<file path="src/rtl/bit_counter4_if.sv">
// Control and status bundle for the bit_counter4 modulo up-counter.
// master drives the controls and observes the count; slave is the counter.
interface bit_counter4_if;
  logic       clr;
  logic       ld;
  logic       en;
  logic [3:0] d;
  logic [3:0] q;
  logic       tc;
  logic       ovf;

  modport master (output clr, ld, en, d, input q, tc, ovf);
  modport slave  (input clr, ld, en, d, output q, tc, ovf);
endinterface

</file>
<file path="src/rtl/bit_counter4.sv">
// bit_counter4: 4-bit modulo-MOD up-counter register stage wrapped around the
// bit_inc4 incrementer. Priority per edge: clr > ld > en > hold.
// Optional macro BIT_COUNTER4_SAT_EN: saturate at MOD-1 instead of wrapping.

// 4-bit incrementer; the carry-out is not needed by the counter.
module bit_inc4 (
  input  logic [3:0] a,
  output logic [3:0] y
);
  assign y = a + 4'd1;
endmodule

module bit_counter4 #(
  parameter int MOD = 16
) (
  input  logic          clk,
  input  logic          rst,
  bit_counter4_if.slave bus
);

  if (MOD < 2 || MOD > 16) begin : g_mod_check
    $error("bit_counter4: MOD must be in 2..16");
  end

  localparam logic [3:0] LAST = 4'(MOD - 1);
  localparam logic [4:0] MOD5 = 5'(MOD);

  logic [3:0] q_r;
  logic [3:0] q_next;
  logic [3:0] inc_q;
  logic       ovf_r;
  logic       ovf_next;
  logic       at_last;

  bit_inc4 u_inc (
    .a (q_r),
    .y (inc_q)
  );

  assign at_last = (q_r == LAST);
  assign bus.q   = q_r;
  assign bus.ovf = ovf_r;
  assign bus.tc  = bus.en & ~bus.clr & ~bus.ld & at_last;

  // Next-state mux: clear, clamped load, increment/wrap (or saturate), hold.
  always_comb begin
    q_next   = q_r;
    ovf_next = ovf_r;
    if (bus.clr) begin
      q_next   = 4'd0;
      ovf_next = 1'b0;
    end else if (bus.ld) begin
      q_next = ({1'b0, bus.d} >= MOD5) ? LAST : bus.d;
    end else if (bus.en) begin
      if (at_last) begin
        ovf_next = 1'b1;
`ifdef BIT_COUNTER4_SAT_EN
        q_next   = q_r;
`else
        // With MOD=16 the incrementer rolls 15 over to 0 on its own.
        q_next   = (MOD == 16) ? inc_q : 4'd0;
`endif
      end else begin
        q_next = inc_q;
      end
    end
  end

  // Count and sticky overflow registers, cleared asynchronously by rst.
  always_ff @(posedge clk or posedge rst) begin
    if (rst) begin
      q_r   <= 4'd0;
      ovf_r <= 1'b0;
    end else begin
      q_r   <= q_next;
      ovf_r <= ovf_next;
    end
  end

endmodule

</file>
<file path="src/flat_wrapper.sv">
// flat-port wrapper written by rule: the top's interface ports become plain ports
module bit_counter4_flat 
#(
  parameter int MOD = 16
)
  (clk, rst, bus_clr, bus_ld, bus_en, bus_d, bus_q, bus_tc, bus_ovf);
  bit_counter4_if bus_i ();
  input  logic clk;
  input  logic rst;
  input wire logic [$bits(bus_i.clr)-1:0] bus_clr;
  input wire logic [$bits(bus_i.ld)-1:0] bus_ld;
  input wire logic [$bits(bus_i.en)-1:0] bus_en;
  input wire logic [$bits(bus_i.d)-1:0] bus_d;
  output wire logic [$bits(bus_i.q)-1:0] bus_q;
  output wire logic [$bits(bus_i.tc)-1:0] bus_tc;
  output wire logic [$bits(bus_i.ovf)-1:0] bus_ovf;
  assign bus_i.clr = bus_clr;
  assign bus_i.ld = bus_ld;
  assign bus_i.en = bus_en;
  assign bus_i.d = bus_d;
  assign bus_q = bus_i.q;
  assign bus_tc = bus_i.tc;
  assign bus_ovf = bus_i.ovf;
  bit_counter4 #(.MOD(MOD)) u_core (.clk(clk), .rst(rst), .bus(bus_i));
endmodule
</file>
<file path="config.mk">
export PLATFORM = sky130hd
export DESIGN_NAME = bit_counter4_flat
export DESIGN_NICKNAME = d
export VERILOG_FILES = /design/src/rtl/bit_counter4_if.sv /design/src/rtl/bit_counter4.sv /design/src/flat_wrapper.sv
export SDC_FILE = /design/constraint.sdc
export NUM_CORES = 1
export LEC_CHECK = 0
export ABC_AREA = 1
export CORE_AREA = 2 2 39 41
export DETAILED_ROUTE_END_ITERATION = 10
export DIE_AREA = 0 0 41 43
export GPL_TIMING_DRIVEN = 0
export HOLD_SLACK_MARGIN = 0.05
export PLACE_DENSITY = 0.49
export SLEW_MARGIN = 10
export SYNTH_ARGS = -nofsm -noshare
export SYNTH_HDL_FRONTEND = slang
export SYNTH_SLANG_ARGS = --single-unit
</file>
<file path="constraint.sdc">
create_clock -name clk -period 3.1 [get_ports clk]
set_input_delay 0.31 -clock clk [delete_from_list [all_inputs] [get_ports clk]]
set_output_delay 0.31 -clock clk [all_outputs]
set_load 0.01 [all_outputs]
</file>
; ---- After elaboration in Yosys (flattened, before gate mapping)
; Cells that the tools add are included.
[word_totals]
inputBits = 9
reg_bits = 5
[classes]
n_reduce_logical = 4
n_bitwise = 5
eq_ne = 2
n_addsub = 1
n_mux = 7
[ops]
columns = op, count
row1 = $mux W4, 3
row2 = $add A4 B1 Y4 const B, 1
row3 = $eq A4 B4 Y1 const B, 1
row4 = $mux W1, 4
row5 = $reduce_bool A2 Y1, 2
row6 = $and A1 B1 Y1, 3
row7 = $reduce_and A3 Y1, 1
row8 = $reduce_bool A3 Y1, 1
row9 = $ne A2 B2 Y1 const B, 1
row10 = $not A1 Y1, 2

; ---- Depth between registers and ports, before layout
; Gate-level depths: netlist (run 1).
[logic_depth]
depth_word = 5
ltp_mapped = 6
depth_no_buf = 6

; ---- Hierarchy
; A second synthesis (run 1) with hierarchy kept.
[hier_totals]
cells_unflattened = 51
area_unflattened_um2 = 330.3
[modules_own_cells]
columns = mod, area_each_um2, instances, cells_each
row1 = bit_counter4, 282.8, 1, 43
row2 = bit_inc4, 47.5, 1, 8

; ---- Worst setup path after synthesis (run 1)
; Ideal clock, no wire load.
[synth_path]
path_type = register to output
from = register u_core.q_r[0] (netlist: u_core.bus.q[0])
to = output bus_tc
arrival_ps = 999
stages_incl_launch_ff = 6
t_required_ps = 2790
setup_slack_ps = 1791
path_cell_list = dfrtp_1 ha_1 nand2_1 inv_1 nand4_2 nor2_1
[synth_between]
elab_chain_cells = 2
[synth_rtl]
columns = element, line
row1 = from (decl), bit_counter4.sv:28  ; logic [3:0] q_r;
row2 = from (signal assigned), bit_counter4.sv:75  ; q_r <= q_next;
row3 = $eq A4 B4 Y1, bit_counter4.sv:40  ; assign at_last = (q_r == LAST);
row4 = $and A1 B1 Y1, bit_counter4.sv:43  ; assign bus.tc = bus.en & ~bus.clr & ~bus.ld & at_last;
row5 = to (decl), flat_wrapper.sv:15  ; output wire logic [$bits(bus_i.tc)-1:0] bus_tc;
; No other way between the ends.

; ---- Worst setup path in the final report (run 1)
; Ends and elaborated chain as after synthesis.

==> impl_metrics.tcl, run 1 <==
set metrics [dict create \
    status "completed" \
    slew_violations 0 \
    fin_crit_ns 2.06 \
    htree_levels 1 \
    wire_per_inst_um 10.0 \
    fmax_mhz 485 \
    drt_iter0_drc 11 \
    clock_latency_ns 0.24 \
    syn_nets 51 \
    avgSynthCellArea_um2 7.48 \
    ioPinCount 15 \
    cts_setup_buffers 0 \
    required_ns 2.79 \
    num_rows 14 \
    timing.final.crit_share_pct 66.5 \
    ys_types 15 \
    yosysWarnings 0 \
    grt_pass1_wl_mm 1.24 \
    coreArea_mm2 0.00138 \
    cp_max_fo 6 \
    grt_pass1_vias 297 \
    seq_area_frac_synth_pct 40.8 \
    cts_resized 0 \
    power_leakage_nw 0.222 \
    die_width_um 41 \
    drive_above_1_share_pct 11.9 \
    worst_setup_path_start_kind "register" \
    power_density_mw_per_mm2 392 \
    ant_nets 0 \
    end_kind "output pin" \
    num_antenna_cells 0 \
    io_buffers 14 \
    seq_area_um2 125 \
    ir_drop_uv 199 \
    ys_seq_elements 5 \
    dp_slack_ns 1.06 \
    fillCellCount 141 \
    cts_tree "done" \
    cts_hold_buf 0 \
    dp_hpwl_um 553 \
    via_per_inst 4.29 \
    criticalPathCategory "register to output pin" \
    r2r_setup_slack_ns 1.87 \
    worst_slack_ns 1.04 \
    synthToLayoutAreaGrowth_pct 60.8 \
    worstPathArrival_ns 1.75 \
    final_hold_viol_count 0 \
    setup-tns-final_ns 0 \
    grt_util_all_layers_pct 10.9 \
    slew_headroom_pct 80.1 \
    clock_path_buffers 2 \
    syn-cell-area_um2 307 \
    hp-class "primary input to async pin" \
    setup_violations 0 \
    yosysTopAreaCell "dfrtp_1" \
    final_util_pct 35.6 \
    synth_cells 41 \
    dr.pass1.iters 4 \
    place_congestion 0.757 \
    synthTopCellsByArea "dfrtp_1 (41%), nand2_1 (13%), nor2_1 (7.3%)" \
    cts_buffers 3 \
    wl_um 751 \
    design.die.area_mm2 0.00176 \
    clock_skew_ns 0.00281 \
    grt_max_degree 9 \
    rsz0062_at_grt "false" \
    tightest_slew_ns 0.298 \
    antenna_found_initial 0 \
    netlist.area_leader.share_pct 40.8 \
    initial_utilization_pct 22.2 \
    final_net_count 70 \
    ctsRootBufferMaster "clkbuf_4" \
    maxCapViolCount 0 \
    route.detailed.drc 0 \
    cts.sinks 5 \
    die_h_um 43 \
    multiInputGateArea_um2 163 \
    clk_pin_slew_ns 0.05 \
    num_vias 322 \
    grt_overflow 0 \
]
## flip-flops by register name, indices dropped and copies added (netlist names)
signal and cells:
u_core.bus.ovf 1, u_core.bus.q 4
## synth_stat cells, drive strengths merged
master and n:
nand2 11, nor2 6, dfrtp 5, inv 5
o21ai 5, nand3 2, nand4 2, a21oi 1
ha 1, nor3 1, o21bai 1, or2 1
## layout by cell type (no fill, tap or decap)
cell,Yosys,final
clkdlybuf4s50_1,0,14
nand2_1,11,11
nor2_1,6,6
dfrtp_1,5,5
inv_1,4,4
o21ai_1,4,4
clkbuf_4,0,3
nand3_1,2,2
nand4_1,1,1
inv_2,1,1
o21bai_2,1,1
nor3_2,1,1
o21ai_0,1,1
nand4_2,1,1
a21oi_1,1,1
or2_1,1,1
ha_1,1,1
clkbuf_1,0,1
## report_power, final
| part | switching (mW) | internal (mW) |
|---|---|---|
| registers | 0.00752 | 0.0699 |
| clock network | 0.0269 | 0.0487 |
| logic | 0.0169 | 0.0234 |
| total | 0.0513 | 0.142 |
## final timing paths
check	from	end	cells after the start
worst max-delay path	u_core.bus.q[0]$_DFFE_PP0P_	bus_tc	6
worst min-delay path	rst	u_core.bus.q[3]$_DFFE_PP0P_	2
worst max register to register	u_core.bus.q[0]$_DFFE_PP0P_	u_core.bus.q[1]$_DFFE_PP0P_	4
worst min register to register	u_core.bus.ovf$_DFFE_PP0P_	u_core.bus.ovf$_DFFE_PP0P_	2
max in group asynchronous	rst	u_core.bus.ovf$_DFFE_PP0P_	2
min in group clk	u_core.bus.ovf$_DFFE_PP0P_	u_core.bus.ovf$_DFFE_PP0P_	2
## cell families after synthesis
kind of cell,share of synthesized area [%]
buffers and inverters,6.12
AND/OR/NAND/NOR,35.5
flip-flops,40.8
AO/OA/AOI/OAI,13.5
adder cells (fa/ha/maj),4.08
## stage by stage
step / instance area [um^2] / instances / hold WS (ns) / total power, mW
after CTS: 493 / 75 / 0.270 / 0.198
final: 493 / 75 / 0.273 / 0.193
after floorplan: 307 / 41 / 0.0885 / 0.0934
after global routing: 493 / 75 / 0.302 / 0.207
after global placement: 467 / 71 / 0.519 / 0.119
after detailed placement: 467 / 71 / 0.517 / 0.119
## worst max-delay path: stages (launching register included)
cell	delay [ns]
dfrtp_1	0.45
ha_1	0.20
nand2_1	0.06
inv_1	0.08
nand4_2	0.09
nor2_1	0.10
clkdlybuf4s50_1	0.54
## area by class of cell
class / count / area share [%]
sequential: 5 / 25.4
clock buffer: 4 / 5.33
timing repair buffer: 14 / 28.4
tap: 16 / 4.06
inverter: 5 / 3.81
multi-input combinational: 31 / 33.0
## per-layer routing
metal	track usage [%]	wire (um)	up-vias
met1	15.3	371	134
met3	7.85	84	0
li1	-	-	170
met5	0	0	-
met4	2.00	0	0
met2	13.4	295	18
Power figures use the tool's default switching activity.
==> run 2: changes to the inputs <==
==> constraint.sdc (replaced) <==
create_clock -name clk -period 2.1 [get_ports clk]
set_input_delay 0.21 -clock clk [delete_from_list [all_inputs] [get_ports clk]]
set_output_delay 0.21 -clock clk [all_outputs]
set_load 0.01 [all_outputs]
==> results of run 2 <==
The final DEF is identical to that of run 1. Status: completed.
Among the figures that moved: setup slack after placement 1.06 ns -> 0.261 ns; setup slack after layout 1.04 ns -> 0.139 ns; hold slack 0.273 ns -> 0.173 ns; register-to-register setup slack 1.87 ns -> 0.87 ns; total power 0.193 mW -> 0.285 mW; worst IR drop on VDD 199 uV -> 294 uV
